File: src/rtl/vector_alu_seq.sv
// Multi-lane integer execute unit: ADD/SUB/AND/OR/XOR in one step, MUL by
// iterative shift-add over WIDTH cycles, with a start/busy/done handshake.
module vector_alu_seq #(
    parameter int WIDTH = 32,
    parameter int LANES = 4
) (
    input  logic                   clk,
    input  logic                   rst,
    input  logic                   start,
    input  logic [7:0]             opcode,
    input  logic [LANES*WIDTH-1:0] a,
    input  logic [LANES*WIDTH-1:0] b,
    output logic [LANES*WIDTH-1:0] result,
    output logic                   done,
    output logic                   busy,
    output logic                   err
);
    localparam int VW = LANES * WIDTH;
    localparam int CW = (WIDTH > 1) ? $clog2(WIDTH) : 1;

    localparam logic [7:0] OP_ADD = 8'h01;
    localparam logic [7:0] OP_MUL = 8'h02;
    localparam logic [7:0] OP_SUB = 8'h03;
    localparam logic [7:0] OP_AND = 8'h04;
    localparam logic [7:0] OP_OR  = 8'h05;
    localparam logic [7:0] OP_XOR = 8'h06;

    typedef enum logic [1:0] {IDLE, EXEC, MUL, DONE} state_t;

    state_t          state, state_next;
    logic [7:0]      op_q;
    logic [VW-1:0]   a_q, b_q;
    logic [VW-1:0]   acc, acc_next;
    logic [VW-1:0]   exec_val;
    logic [CW-1:0]   count;
    logic            op_legal;
    logic            mul_last;

    assign op_legal = (op_q >= OP_ADD) && (op_q <= OP_XOR);
    assign mul_last = (count == CW'(WIDTH - 1));

    always_comb begin
        logic [WIDTH-1:0] la, lb;
        exec_val = '0;
        acc_next = acc;
        la       = '0;
        lb       = '0;
        for (int unsigned i = 0; i < LANES; i++) begin
            la = a_q[i*WIDTH +: WIDTH];
            lb = b_q[i*WIDTH +: WIDTH];
            case (op_q)
                OP_ADD:  exec_val[i*WIDTH +: WIDTH] = la + lb;
                OP_SUB:  exec_val[i*WIDTH +: WIDTH] = la - lb;
                OP_AND:  exec_val[i*WIDTH +: WIDTH] = la & lb;
                OP_OR:   exec_val[i*WIDTH +: WIDTH] = la | lb;
                OP_XOR:  exec_val[i*WIDTH +: WIDTH] = la ^ lb;
                default: exec_val[i*WIDTH +: WIDTH] = '0;
            endcase
            // One shift-add step per lane: b is the multiplier, a the multiplicand.
            if (lb[count]) begin
                acc_next[i*WIDTH +: WIDTH] = acc[i*WIDTH +: WIDTH] + (la << count);
            end
        end
    end

    always_comb begin
        state_next = state;
        case (state)
            IDLE:    if (start) state_next = (opcode == OP_MUL) ? MUL : EXEC;
            EXEC:    state_next = DONE;
            MUL:     if (mul_last) state_next = DONE;
            DONE:    state_next = IDLE;
            default: state_next = IDLE;
        endcase
    end

    always_ff @(posedge clk) begin
        if (rst) begin
            state  <= IDLE;
            op_q   <= '0;
            a_q    <= '0;
            b_q    <= '0;
            acc    <= '0;
            count  <= '0;
            result <= '0;
            done   <= 1'b0;
            busy   <= 1'b0;
            err    <= 1'b0;
        end else begin
            state <= state_next;
            done  <= (state_next == DONE);
            busy  <= (state_next != IDLE);
            err   <= 1'b0;
            case (state)
                IDLE: begin
                    if (start) begin
                        op_q  <= opcode;
                        a_q   <= a;
                        b_q   <= b;
                        acc   <= '0;
                        count <= '0;
                    end
                end
                EXEC: begin
                    result <= exec_val;
                    err    <= !op_legal;
                end
                MUL: begin
                    acc   <= acc_next;
                    count <= count + CW'(1);
                    if (mul_last) result <= acc_next;
                end
                default: ;
            endcase
        end
    end
endmodule

File: config.mk
export PLATFORM = sky130hd
export DESIGN_NAME = vector_alu_seq
export DESIGN_NICKNAME = d
export VERILOG_FILES = /design/src/rtl/vector_alu_seq.sv
export SDC_FILE = /design/constraint.sdc
export NUM_CORES = 2
export LEC_CHECK = 0
export ABC_AREA = 1
export CAP_MARGIN = 25
export CORE_MARGIN = 2
export CORE_UTILIZATION = 50
export CTS_CLUSTER_SIZE = 14
export DETAILED_ROUTE_END_ITERATION = 8
export PLACE_DENSITY_LB_ADDON = 0.25
export SLEW_MARGIN = 20
export SYNTH_ARGS = -nofsm -noshare
export SYNTH_HDL_FRONTEND = slang
export SYNTH_SLANG_ARGS = --single-unit
File: constraint.sdc
create_clock -name clk -period 7.8 [get_ports clk]
set_input_delay 0.78 -clock clk [delete_from_list [all_inputs] [get_ports clk]]
set_output_delay 0.78 -clock clk [all_outputs]
set_load 0.03 [all_outputs]
==> summary.md <==
| Metric | Value |
|---|---|
| Layout cells sized above 1 | `2.922%` |
| Ys Warns | `0` |
| FF-to-FF path depth | `20` |
| HP Class | `flop to flop` |
| Worst-path clk slew | `0.06 ns` |
| CP required | `8.40 ns` |
| Commonest non-fill, non-tap cell in the layout | `nand2_1` |
| Hold_buf cts | `0` |
| Number of synthesized flops with an enable pin | `0` |
| Internal | `6.453 mW` |
| CTS max path bufs | `3` |
| Routed via count | `63230` |
| Fmax | `0.1928 GHz` |
| Most used flip-flop cell after synthesis | `dfxtp_1` |
| Layout Skew | `0.03190 ns` |
| I/O Pins | `398` |
| RSZ-0062 raised after global routing | `no` |
| Post-synthesis cell type count | `50` |
| RR Startpoint | `op_q[0]` |
| Seq. cell area | `10630 um2` |
| Final Power | `11.09 mW` |
| Cell Area, Placed | `57770 um2` |
| Worst Setup EP | `result[62]` |
| Multi-input gate area | `37130 um2` |
| Design area | `60300 um2` |
| Synthesized flop and latch total | `530` |
| Max IR drop VDD | `0.0002266 V` |
| Status | `complete, but fails checks` |
| Total GRT Usage | `42.46%` |
| Final nets | `9766` |
| Register share of total power | `30.3%` |
| Critical path class | `flop to flop` |
| Cell Area, Synth | `53270 um2` |
| Largest family of logic cells by synthesized area | `simple AND/OR/NAND/NOR gates` |
| Post CTS Setup Buffer Count | `0` |
| RD Place Congestion | `1.055` |
| Non-Filler Instances | `10430` |
| Sw frac | `41.81%` |
| Post-cts gate resize count | `0` |
| Area contributors post-synth | `dfxtp_1 20%, nand2_1 15%, ha_1 12%` |
| Syn Inst Count | `8887` |
| Wire per inst | `23.10 um` |
| Violated checks | `DRC` |
| Critical path arrival | `5.79 ns` |
| Clock sink count | `530` |
| Crit Path Max Fanout | `32` |
| Largest net degree at the start of global routing | `164` |
| Compound-Gate Fraction of Synth Area | `22.56%` |
| Number of fill cells | `10730` |
| Critical path capture point type | `flop` |
| Num CTS Buffers | `71` |
| Core Util, Final | `57.21%` |
| Routed Antenna Nets | `0` |
| Mux share of post-synthesis cell area | `0.6952%` |
| CTS tree | `built` |
| Clock share of power | `32.5%` |
| I/O Buffers | `397` |
| Via density | `6.062` |
| Final period utilization | `66.49%` |
| Die area | `109200 um2` |
| Leak Pwr | `29.03 nW` |
| Post-Place Cells | `10290` |
| Initial antenna violation count | `10` |
| First-pass GRT wire length | `353700 um` |
| CTS root buffer | `clkbuf_16` |
| Final setup viols | `0` |
| CP startpoint | `op_q[0]` |
| Simple-gate share of the synthesized area | `31.04%` |
| Final max-slew violation count | `0` |
| Sequential share of the synthesized area | `19.92%` |
| Final WL | `241000 um` |
| HPWL Detailed | `187300 um` |
| Min Clock Period, post-route | `5.186 ns` |
| Syn avg cell area | `5.995 um2` |
| Asr flop ratio synth | `0%` |
| Initial DRC count | `8469` |
| Drt first pass iters | `9` |
| Cell taking the most area after synthesis | `dfxtp_1` |
| Post-Synth XOR/XNOR Area | `2.893%` |
| Core Area | `105400 um2` |
| Syn nets | `9675` |
| Pwr/cell area | `183.9 nW/um2` |
| Combinational share of power | `37.3%` |
| Net switching power | `4.636 mW` |
| Initial core utilization | `50.54%` |
| Slew headroom | `11.43%` |
| Die width | `330.4 um` |
| Slew @ Worst Pin | `1.315 ns` |
| Max cap viols | `0` |
| Vias in the first global route | `57100` |
| Worst-Skew Late Latency | `0.68 ns` |
| Adder-cell share of the synthesized area | `12.35%` |
| Hold violation count in the final report | `0` |
| Synth top area share | `19.92%` |
| Setup total negative slack | `0 ns` |
| Critical path startpoint category | `flop` |
| Number of H-tree levels | `3` |
| Drt drc | `1` |
| Commonest non-fill, non-tap cells in the layout | `2154 x nand2_1, 985 x inv_1, 933 x o21ai_0` |
| R2R Setup Slk | `2.61 ns` |
| Reg-to-reg endpoint | `result[62]` |
| # rows | `119` |
| Area Overhead vs Synth | `13.19%` |
| GR Overflow Total | `0` |
| Chip height | `330.4 um` |
==> registers in the layout, summed over array words and instances (netlist names) <==
register and count:
a_q 128, acc 128, b_q 128, busy 1
count 5, done 1, err 1, op_q 8
result 128, state 2
==> layout make-up <==
| cell class | instances | area share, % |
|---|---|---|
| inverters | 998 | 6.272 |
| multi-input cells | 6918 | 61.58 |
| clock buffers | 94 | 3.380 |
| clock inverters | 36 | 0.7324 |
| well taps | 1391 | 2.886 |
| flip-flops and latches | 530 | 17.63 |
| diodes | 4 | 0.01660 |
| repair buffers | 459 | 7.511 |
==> per-stage QoR <==
step / hold WS [ns] / setup WS (ns)
detailed placement: 0.4540 / 2.868
floorplan: 0.4300 / 4.442
finish: 0.4607 / 2.614
global route: 0.5087 / 2.468
CTS: 0.4619 / 2.829
global placement: 0.4648 / 2.858
==> per-layer routing <==
layer  up-vias  share of wire, %  track usage (%)
li1      29740                 -                -
met1     29340                42            58.51
met2      3614                41            63.23
met3       524                12            11.37
met4        10               4.1            15.33
met5         -             0.061           0.5652
==> synthesized netlist by cell type (42+ instances only) <==
master and number:
a21oi_1 869, a221oi_1 78, buf_2 111, clkbuf_1 273
dfxtp_1 530, ha_1 513, inv_1 990, nand2_1 2158
nand3_1 760, nand4_1 62, nor2_1 776, nor3_1 82
o211ai_1 95, o21ai_0 943, o21ai_1 42, o21bai_1 53
or2_2 51, xnor2_1 46, xor2_1 130
==> logic make-up (layout without fill, tap and decap cells) <==
| logic type | after synthesis | after routing |
|---|---|---|
| buffers and inverters | 1439 | 1587 |
| AND/OR/NAND/NOR | 3977 | 3977 |
| adder cells (fa/ha/maj) | 521 | 521 |
| AO/OA/AOI/OAI | 2207 | 2207 |
| flip-flops | 530 | 530 |
| multiplexers | 37 | 37 |
| XOR/XNOR | 176 | 176 |
| other | 0 | 4 |
==> power groups by stage <==
stage          logic, mW  clock network, mW  registers (mW)
2_1_floorplan       2.52                  0            3.38
3_3_place_gp        3.94                  0            3.38
3_5_place_dp        3.98                  0            3.39
4_1_cts             4.01               3.60            3.33
5_1_grt             4.52               3.69            3.37
6_report            4.13               3.60            3.36
==> worst max-delay path, cell delays in order (launching register included) <==
cell	delay (ns)
dfxtp_1	0.51
inv_1	0.18
nor3_1	0.26
nand2_2	0.09
inv_2	0.42
buf_4	0.53
a41oi_1	0.16
nor2_1	0.40
nand2_1	0.12
xor2_1	0.17
ha_1	0.46
nand2_1	0.12
nor3_1	0.25
nand2_1	0.15
nor3_1	0.15
nand2_1	0.12
nand3_1	0.11
nand3_1	0.08
a21oi_1	0.58
nor2_1	0.08
nor2_1	0.11
==> worst min path at each step <==
stage | startpoint | depth (start not counted) | end
after detailed placement | op_q[7] | 2 | op_q[7]
after global placement | op_q[6] | 2 | op_q[6]
after global routing | op_q[6] | 2 | op_q[6]
final | op_q[7] | 2 | op_q[7]
after CTS | op_q[7] | 2 | op_q[7]
after floorplan | op_q[6] | 2 | op_q[6]
Power figures use the tool's default switching activity.
